### config.mk
export PLATFORM = sky130hd
export DESIGN_NAME = uart_word_assembler
export DESIGN_NICKNAME = d
export VERILOG_FILES = /design/src/rtl/uart_word_assembler.sv
export SDC_FILE = /design/constraint.sdc
export NUM_CORES = 1
export LEC_CHECK = 0
export ABC_CLOCK_PERIOD_IN_PS = 4800
export CORE_MARGIN = 2
export CORE_UTILIZATION = 57
export CTS_CLUSTER_SIZE = 24
export DETAILED_ROUTE_END_ITERATION = 16
export HOLD_SLACK_MARGIN = 0.03
export PLACE_DENSITY = 0.94
export SYNTH_ARGS = -nofsm -noshare
export SYNTH_HDL_FRONTEND = slang
export SYNTH_SLANG_ARGS = --single-unit
### constraint.sdc
create_clock -name clk -period 4.8 [get_ports clk]
set_input_delay 0.48 -clock clk [delete_from_list [all_inputs] [get_ports clk]]
set_output_delay 0.48 -clock clk [all_outputs]
set_load 0.05 [all_outputs]
### src/rtl/uart_word_assembler.sv
// uart_word_assembler
//
// Collects bytes from a UART receiver into 32-bit words, little-endian
// (first byte lands in bits [7:0]). A completed word moves into a registered
// output slot that is held until downstream accepts it. While that slot is
// occupied, the next word keeps assembling in the partial register, so there
// is one word of double buffering.
//
// Handshake: word_valid=1 means word_out holds an unconsumed word. A transfer
// happens on a rising clk edge where word_valid=1 and word_ready=1. word_out
// and word_valid stay stable until that transfer. word_valid drops on the
// transfer edge unless a new word loads on the same edge.
//
// Ports
//   clk          single clock, rising edge
//   reset        asynchronous, active-low
//   rx_byte      byte from the UART receiver, qualified by rx_valid
//   rx_valid     one-cycle strobe for rx_byte / rx_err
//   rx_err       framing/parity error for the strobed byte
//   word_out     assembled word (registered)
//   word_valid   word_out holds an unconsumed word
//   word_ready   downstream accepts word_out
//   err_clear    clears the sticky error flags
//   error_flag   bit0 = overrun, bit1 = framing/timeout (both sticky)
//   byte_count   bytes currently held in the partial word
//   fsm_state    current state (0 = IDLE, 1 = COLLECT), for debug/checkers
//
// TIMEOUT_CYCLES: consecutive idle cycles in COLLECT after which a partial
// word is discarded (2..65535).

module uart_word_assembler #(
  parameter int unsigned TIMEOUT_CYCLES = 1000
) (
  input  logic        clk,
  input  logic        reset,
  input  logic [7:0]  rx_byte,
  input  logic        rx_valid,
  input  logic        rx_err,
  output logic [31:0] word_out,
  output logic        word_valid,
  input  logic        word_ready,
  input  logic        err_clear,
  output logic [1:0]  error_flag,
  output logic [1:0]  byte_count,
  output logic        fsm_state
);

  typedef enum logic {
    IDLE    = 1'b0,
    COLLECT = 1'b1
  } state_t;

  localparam logic [15:0] TIMEOUT_LAST = 16'(TIMEOUT_CYCLES - 1);

  state_t      state;
  logic [23:0] partial;
  logic [15:0] idle_cnt;

  logic good_byte;
  logic bad_byte;
  logic word_done;
  logic can_load;
  logic timeout_hit;
  logic handshake;

  assign good_byte   = rx_valid && !rx_err;
  assign bad_byte    = rx_valid && rx_err;
  assign word_done   = good_byte && (byte_count == 2'd3);
  // The slot is free if empty or being emptied on this very edge.
  assign can_load    = !word_valid || word_ready;
  // idle_cnt holds the number of idle cycles already seen, so the edge that
  // ends the TIMEOUT_CYCLES-th idle cycle is when it equals TIMEOUT_CYCLES-1.
  assign timeout_hit = (state == COLLECT) && !rx_valid && (idle_cnt == TIMEOUT_LAST);
  assign handshake   = word_valid && word_ready;
  assign fsm_state   = (state == COLLECT);

  always_ff @(posedge clk or negedge reset) begin
    if (!reset) begin
      state      <= IDLE;
      partial    <= 24'h0;
      idle_cnt   <= 16'h0;
      byte_count <= 2'd0;
      word_out   <= 32'h0;
      word_valid <= 1'b0;
      error_flag <= 2'b00;
    end else begin
      // Sticky flags: a new error event on the same edge as err_clear wins.
      error_flag[0] <= (error_flag[0] && !err_clear) || (word_done && !can_load);
      error_flag[1] <= (error_flag[1] && !err_clear) || bad_byte || timeout_hit;

      // Output slot. A word completing into an occupied, non-accepting slot
      // is dropped (overrun flagged above).
      if (word_done && can_load) begin
        word_out   <= {rx_byte, partial};
        word_valid <= 1'b1;
      end else if (handshake) begin
        word_valid <= 1'b0;
      end

      case (state)
        IDLE: begin
          idle_cnt <= 16'h0;
          if (good_byte) begin
            partial    <= {16'h0, rx_byte};
            byte_count <= 2'd1;
            state      <= COLLECT;
          end
        end

        COLLECT: begin
          if (rx_valid) begin
            idle_cnt <= 16'h0;
            if (rx_err || byte_count == 2'd3) begin
              // Error discards the partial word; a 4th good byte has just
              // been handed to the output slot (or dropped as overrun).
              partial    <= 24'h0;
              byte_count <= 2'd0;
              state      <= IDLE;
            end else begin
              case (byte_count)
                2'd1:    partial[15:8]  <= rx_byte;
                2'd2:    partial[23:16] <= rx_byte;
                default: partial[7:0]   <= rx_byte;
              endcase
              byte_count <= byte_count + 2'd1;
            end
          end else if (timeout_hit) begin
            idle_cnt   <= 16'h0;
            partial    <= 24'h0;
            byte_count <= 2'd0;
            state      <= IDLE;
          end else begin
            idle_cnt <= idle_cnt + 16'd1;
          end
        end

        default: begin
          state <= IDLE;
        end
      endcase
    end
  end

endmodule

==> results of run 1 <==
==> area by class of cell <==
| class | count | area (µm²) | share of cell area (%) |
|---|---|---|---|
| clock buffer | 11 | 141 | 3.47 |
| clock inverter | 5 | 106 | 2.61 |
| inverter | 31 | 116 | 2.86 |
| multi-input combinational | 169 | 1150 | 28.3 |
| sequential | 78 | 1950 | 47.9 |
| tap | 72 | 90.1 | 2.21 |
| timing repair buffer | 52 | 515 | 12.7 |
==> cell families (layout without fill, tap and decap cells) <==
group	after synthesis	count (layout)	synth area share, %
adder cells (fa/ha/maj)	4	4	1.53
XOR/XNOR	14	14	3.76
multiplexers	32	32	11.0
AND/OR/NAND/NOR	84	84	12.1
AO/OA/AOI/OAI	35	35	6.90
buffers and inverters	39	99	4.87
flip-flops	78	78	59.8
==> final timing paths <==
path	startpoint	to	slack, ns	cells after the start
setup / recovery	idle_cnt[11]	partial[22]	2.37	4
min in group clk	idle_cnt[0]	idle_cnt[0]	0.48	1
hold reg to reg	idle_cnt[0]	idle_cnt[0]	0.48	1
hold / removal	reset	error_flag[1]	0.27	1
setup reg to reg	idle_cnt[11]	partial[22]	2.37	4
max in group asynchronous	reset	word_out[2]	3.92	1
==> sequential cells by signal (all words and copies together), names as in the netlist <==
signal	cells
byte_count	2
word_valid	1
partial	24
error_flag	2
fsm_state	1
word_out	32
idle_cnt	16
==> Yosys cell counts (2+ instances only) <==
master	number
a21oi_4	3
and3_1	2
buf_2	4
clkbuf_1	3
dfrtp_1	78
ha_1	4
inv_1	31
mux2_2	31
nand2_1	32
nand2b_1	2
nand3_1	5
nand4_1	4
nor2_1	22
nor2b_1	2
nor3_1	4
nor4_1	5
o21ai_0	24
o22ai_1	3
or4_1	3
xnor2_1	12
xor2_1	2
==> critical path, cell delays in order (launching register included) <==
cell and delay, ns:
dfrtp_1 0.44, or4_1 0.54, or4_1 0.74, a21oi_4 0.39
o21ai_0 0.18
==> power by group through the flow <==
stage / sequential (mW) / combinational, mW / clock, mW
3_3_place_gp: 0.790 / 0.475 / 0
4_1_cts: 0.783 / 0.493 / 0.609
3_5_place_dp: 0.794 / 0.488 / 0
6_report: 0.784 / 0.491 / 0.601
2_1_floorplan: 0.992 / 0.106 / 0
5_1_grt: 0.793 / 0.514 / 0.637
==> routing by layer <==
layer  global-route usage [%]  share of wire [%]  vias to the layer above
met5                        0                  0                        -
met4                     10.3                2.4                        0
met3                     4.41                4.6                       18
met2                     42.2                 52                       85
met1                     32.3                 40                     1222
li1                         -                  -                     1061
==> impl_metrics.ini, run 1 <==
[final_layout]
layout-drive-gt1-share_pct = 15.0
final_cells = 418
final_cell_mix = 78 x dfrtp_1, 50 x clkdlybuf4s50_1, 32 x nand2_1
fill_cells = 336
final_common_cell = dfrtp_1
fin_util_pct = 74.0
area_growth_pct = 24.8
design_area_um2 = 4070
nets = 359
diodes = 0

[power_and_ir_drop]
p_leak_nw = 1.80
p_seq_share_pct = 41.8
clkPwrFrac_pct = 32.1
pwr_density_cell_nw_per_um2 = 460
p_int_mw = 1.26
ir_worst_vdd_mv = 0.320
switching_share_pct = 32.6
total_power_mw = 1.88
comb_power_share_pct = 26.2
p_switching_mw = 0.612

[critical_path]
worstPathArrival_ns = 2.64
crit_path_start_kind = register
cp.required_ns = 5.01
worstSetupPathType = register to register
cp_max_fo = 8
critPathCaptureType = register

[cts]
ctsRootBufferMaster = clkbuf_8
post_cts_resized = 0
cts_setup_buffers = 0
hold_buffers = 0
clockBufferDepth = 2
cts_made_buffers = 9
cts_tree = built
clkLatencyLatePin_ns = 0.35
h-tree-depth = 3
clk_pin_slew_ns = 0.08
clock-sinks = 78

[yosys]
synth_area_um2 = 3260
synth_seq_cells = 78
syn_avg_cell_area_um2 = 11.4
synth_top_area_share_pct = 59.8
synth_edf_count = 0
synth_area_leader_cell = dfrtp_1
ys_seq_area_share_pct = 59.8
synth-main-ff-cell = dfrtp_1
syn_inst = 286
synth_area_leaders = dfrtp_1 60%, mux2_2 11%, o21ai_0 3.7%, nand2_1 3.7%, inv_1 3.6%
syn-num-nets = 304
ys.warnings.count = 0
ys_types = 31
synth-async-reset-ratio_pct = 100

[sta]
timing.hold.ws_ns = 0.268
slew_headroom_pct = 37.0
setup_violations = 0
finalCritPeriodShare_pct = 50.6
fmax_mhz = 412
setup_tns_ns = 0
rsz0062_at_grt = no
clock_skew_ns = 0.00804
layout_min_cycle_time_ns = 2.43
finalMaxSlewViolations = 0
worst_pin_slew_ns = 0.945
hold_viol = 0
timing.final.ws_setup_ns = 2.37

[route]
via_per_inst = 5.71
routedWlPerCell_um = 17.6
initialDrtViolationCount = 217
firstDrtPassIters = 4
vias = 2386
ant_nets = 0
wirelength_um = 7380
drc = 0

[grt]
grt_pass1_wl_um = 11800
grt_remaining_overflow = 0
grt_pass1_vias = 2350
grt_max_degree = 79
antenna_found_initial = 0
grtUsageTotal_pct = 25.1

[worst_hold_path]
worstHoldPathType = input port to async pin

[placed_design]
dp_cells = 402
gp_congestion = 0.812
placed_area_um2 = 3830
dpl.hpwl_um = 4550
portBuffers = 51
place_ws_ns = 2.21

[floorplanning]
core_area_um2 = 5510
start_util_pct = 59.3
die-height_um = 79.7
die-area_um2 = 6350
ios = 52
rows = 27
die_width_um = 79.7

[status]
status = complete, no violations

[flow_run]
maxCapViolCount = 0
Power figures use the tool's default switching activity.
==> run 2, diff against run 1 <==
Settings changed: ABC_CLOCK_PERIOD_IN_PS 4800 to 2200, CORE_UTILIZATION 57 to 48, PLACE_DENSITY 0.94 to 0.86.
Clock period 4.8 ns to 2.2 ns, I/O delays scaled along.
==> run 2 against run 1 <==
  * Flip-flop and latch count is the same
  * Fmax is 15% higher
  * Clock skew hardly changed
  * Largest cell class unchanged
  * Largest power group unchanged
==> impl_metrics.ini, run 2 (synthesized netlist as in run 1, its figures left out) <==
[status]
status = complete, no violations

[final_layout]
top_regs = word_out: 32 flops, partial: 24 flops, idle_cnt: 16 flops
diodes = 0
nets = 370
largest_reg_flops = 32
final_common_cell = dfrtp_1
final_cell_mix = 78 x dfrtp_1, 50 x clkdlybuf4s50_1, 32 x nand2_1
fin_util_pct = 61.9
layout-drive-gt1-share_pct = 17.4
area_growth_pct = 26.8
regMostFlops = word_out

[route]
ant_nets = 0
wirelength_um = 6710
via_per_inst = 5.25
initialDrtViolationCount = 272
drc = 0
firstDrtPassIters = 4
vias = 2294
routedWlPerCell_um = 15.3

[grt]
grtUsageTotal_pct = 19.7
grt_pass1_wl_um = 11400
antenna_found_initial = 0
grt_max_degree = 46
grt_remaining_overflow = 0
grt_pass1_vias = 2293

[cts]
clkLatencyLatePin_ns = 0.35
cts_tree = built
ctsRootBufferMaster = clkbuf_8
clock-sinks = 78
h-tree-depth = 3
clockBufferDepth = 2
clk_pin_slew_ns = 0.08
cts_made_buffers = 9

[sta]
setup_violations = 0
slew_headroom_pct = 57.8
finalCritPeriodShare_pct = 95.7
clock_skew_ns = 0.00848
finalMaxSlewViolations = 0
timing.hold.ws_ns = 0.412
fmax_mhz = 475
setup_tns_ns = 0
layout_min_cycle_time_ns = 2.10
hold_viol = 0
rsz0062_at_grt = no
worst_pin_slew_ns = 0.630

[critical_path]
critPathCaptureType = register
cp_common_cell = or4_1
cpPeakStageDelay_ns = 0.48
worstPathArrival_ns = 2.33
worstSetupPathType = register to register
crit_chain = or4_1, or4_1, buf_4, a21oi_4, o21ai_0
cp.required_ns = 2.42
cp_max_fo = 8
cp_slowest_cell = or4_1
crit_path_start_kind = register
reg2regPathDepth = 5

[floorplanning]
ios = 52
die-area_um2 = 7470
die_width_um = 86.5
die-height_um = 86.5
rows = 30
core_area_um2 = 6680
start_util_pct = 48.8

[worst_hold_path]
worstHoldPathType = input port to async pin

[power_and_ir_drop]
p_leak_nw = 1.83
ir_worst_vdd_mv = 0.705
pwr_density_cell_nw_per_um2 = 919

[placed_design]
portBuffers = 51
dpl.hpwl_um = 4590
gp_congestion = 0.832

[flow_run]
maxCapViolCount = 0
## run 2: layer usage
layer	vias up	track usage, %	share of wire [%]
li1	1084	-	-
met1	1127	28.9	47
met2	66	27.8	46
met3	17	6.38	4.4
met4	0	6.39	2.5
met5	-	0	0
## run 2: critical path, delay by kind of cell (launching register included)
kind | cells | cell delay, ns
AO/OA/AOI/OAI | 2 | 0.40
flip-flops | 1 | 0.43
AND/OR/NAND/NOR | 2 | 0.95
buffers and inverters | 1 | 0.20
## run 2: area by class of cell
class / count / area [µm²]
fillers: 522 / 2540
flip-flops and latches: 78 / 1950
multi-input cells: 169 / 1150
repair buffers: 63 / 626
clock buffers: 10 / 128
inverters: 31 / 116
well taps: 80 / 100
clock inverters: 6 / 62.6
## run 2: worst paths after layout
check,start,endpoint,slack [ns]
worst max-delay path,idle_cnt[4],partial[14],0.1
min in group clk,idle_cnt[0],idle_cnt[0],0.47
worst min-delay path,reset,word_out[21],0.41
worst min register to register,idle_cnt[0],idle_cnt[0],0.47
max in group asynchronous,reset,byte_count[0],1.20
worst max register to register,idle_cnt[4],partial[14],0.1
## run 2: timing repair
action / 4_1_cts / 5_1_grt
hold endpoints to repair: 44 / 0
endpoints found under the setup margin: 0 / 3
buffers inserted: 0 / 0
gates resized for setup: 0 / 0
hold buffers: 1 / 0
## run 2: where the power goes
part           internal, mW  switching, mW
registers              1.60          0.104
clock network         0.520          0.514
logic                 0.381          0.685
total                  2.50           1.30
## run 2: per-stage QoR
step | power [mW] | instance area, µm² | worst slack (ns) | std cells
final | 3.80 | 4140 | 0.0956 | 437
after global routing | 3.97 | 4140 | 0.00814 | 437
after CTS | 3.84 | 4140 | 0.0714 | 437
after detailed placement | 2.80 | 3940 | 0.115 | 420
after global placement | 2.77 | 3940 | 0.165 | 420
after floorplan | 2.40 | 3260 | 0.228 | 286
==> run 3, diff against run 2 <==
Settings changed: CTS_CLUSTER_SIZE 24 to 40.
==> results of run 3 <==
No change in the layout: final DEF, timing and power equal those of run 2.
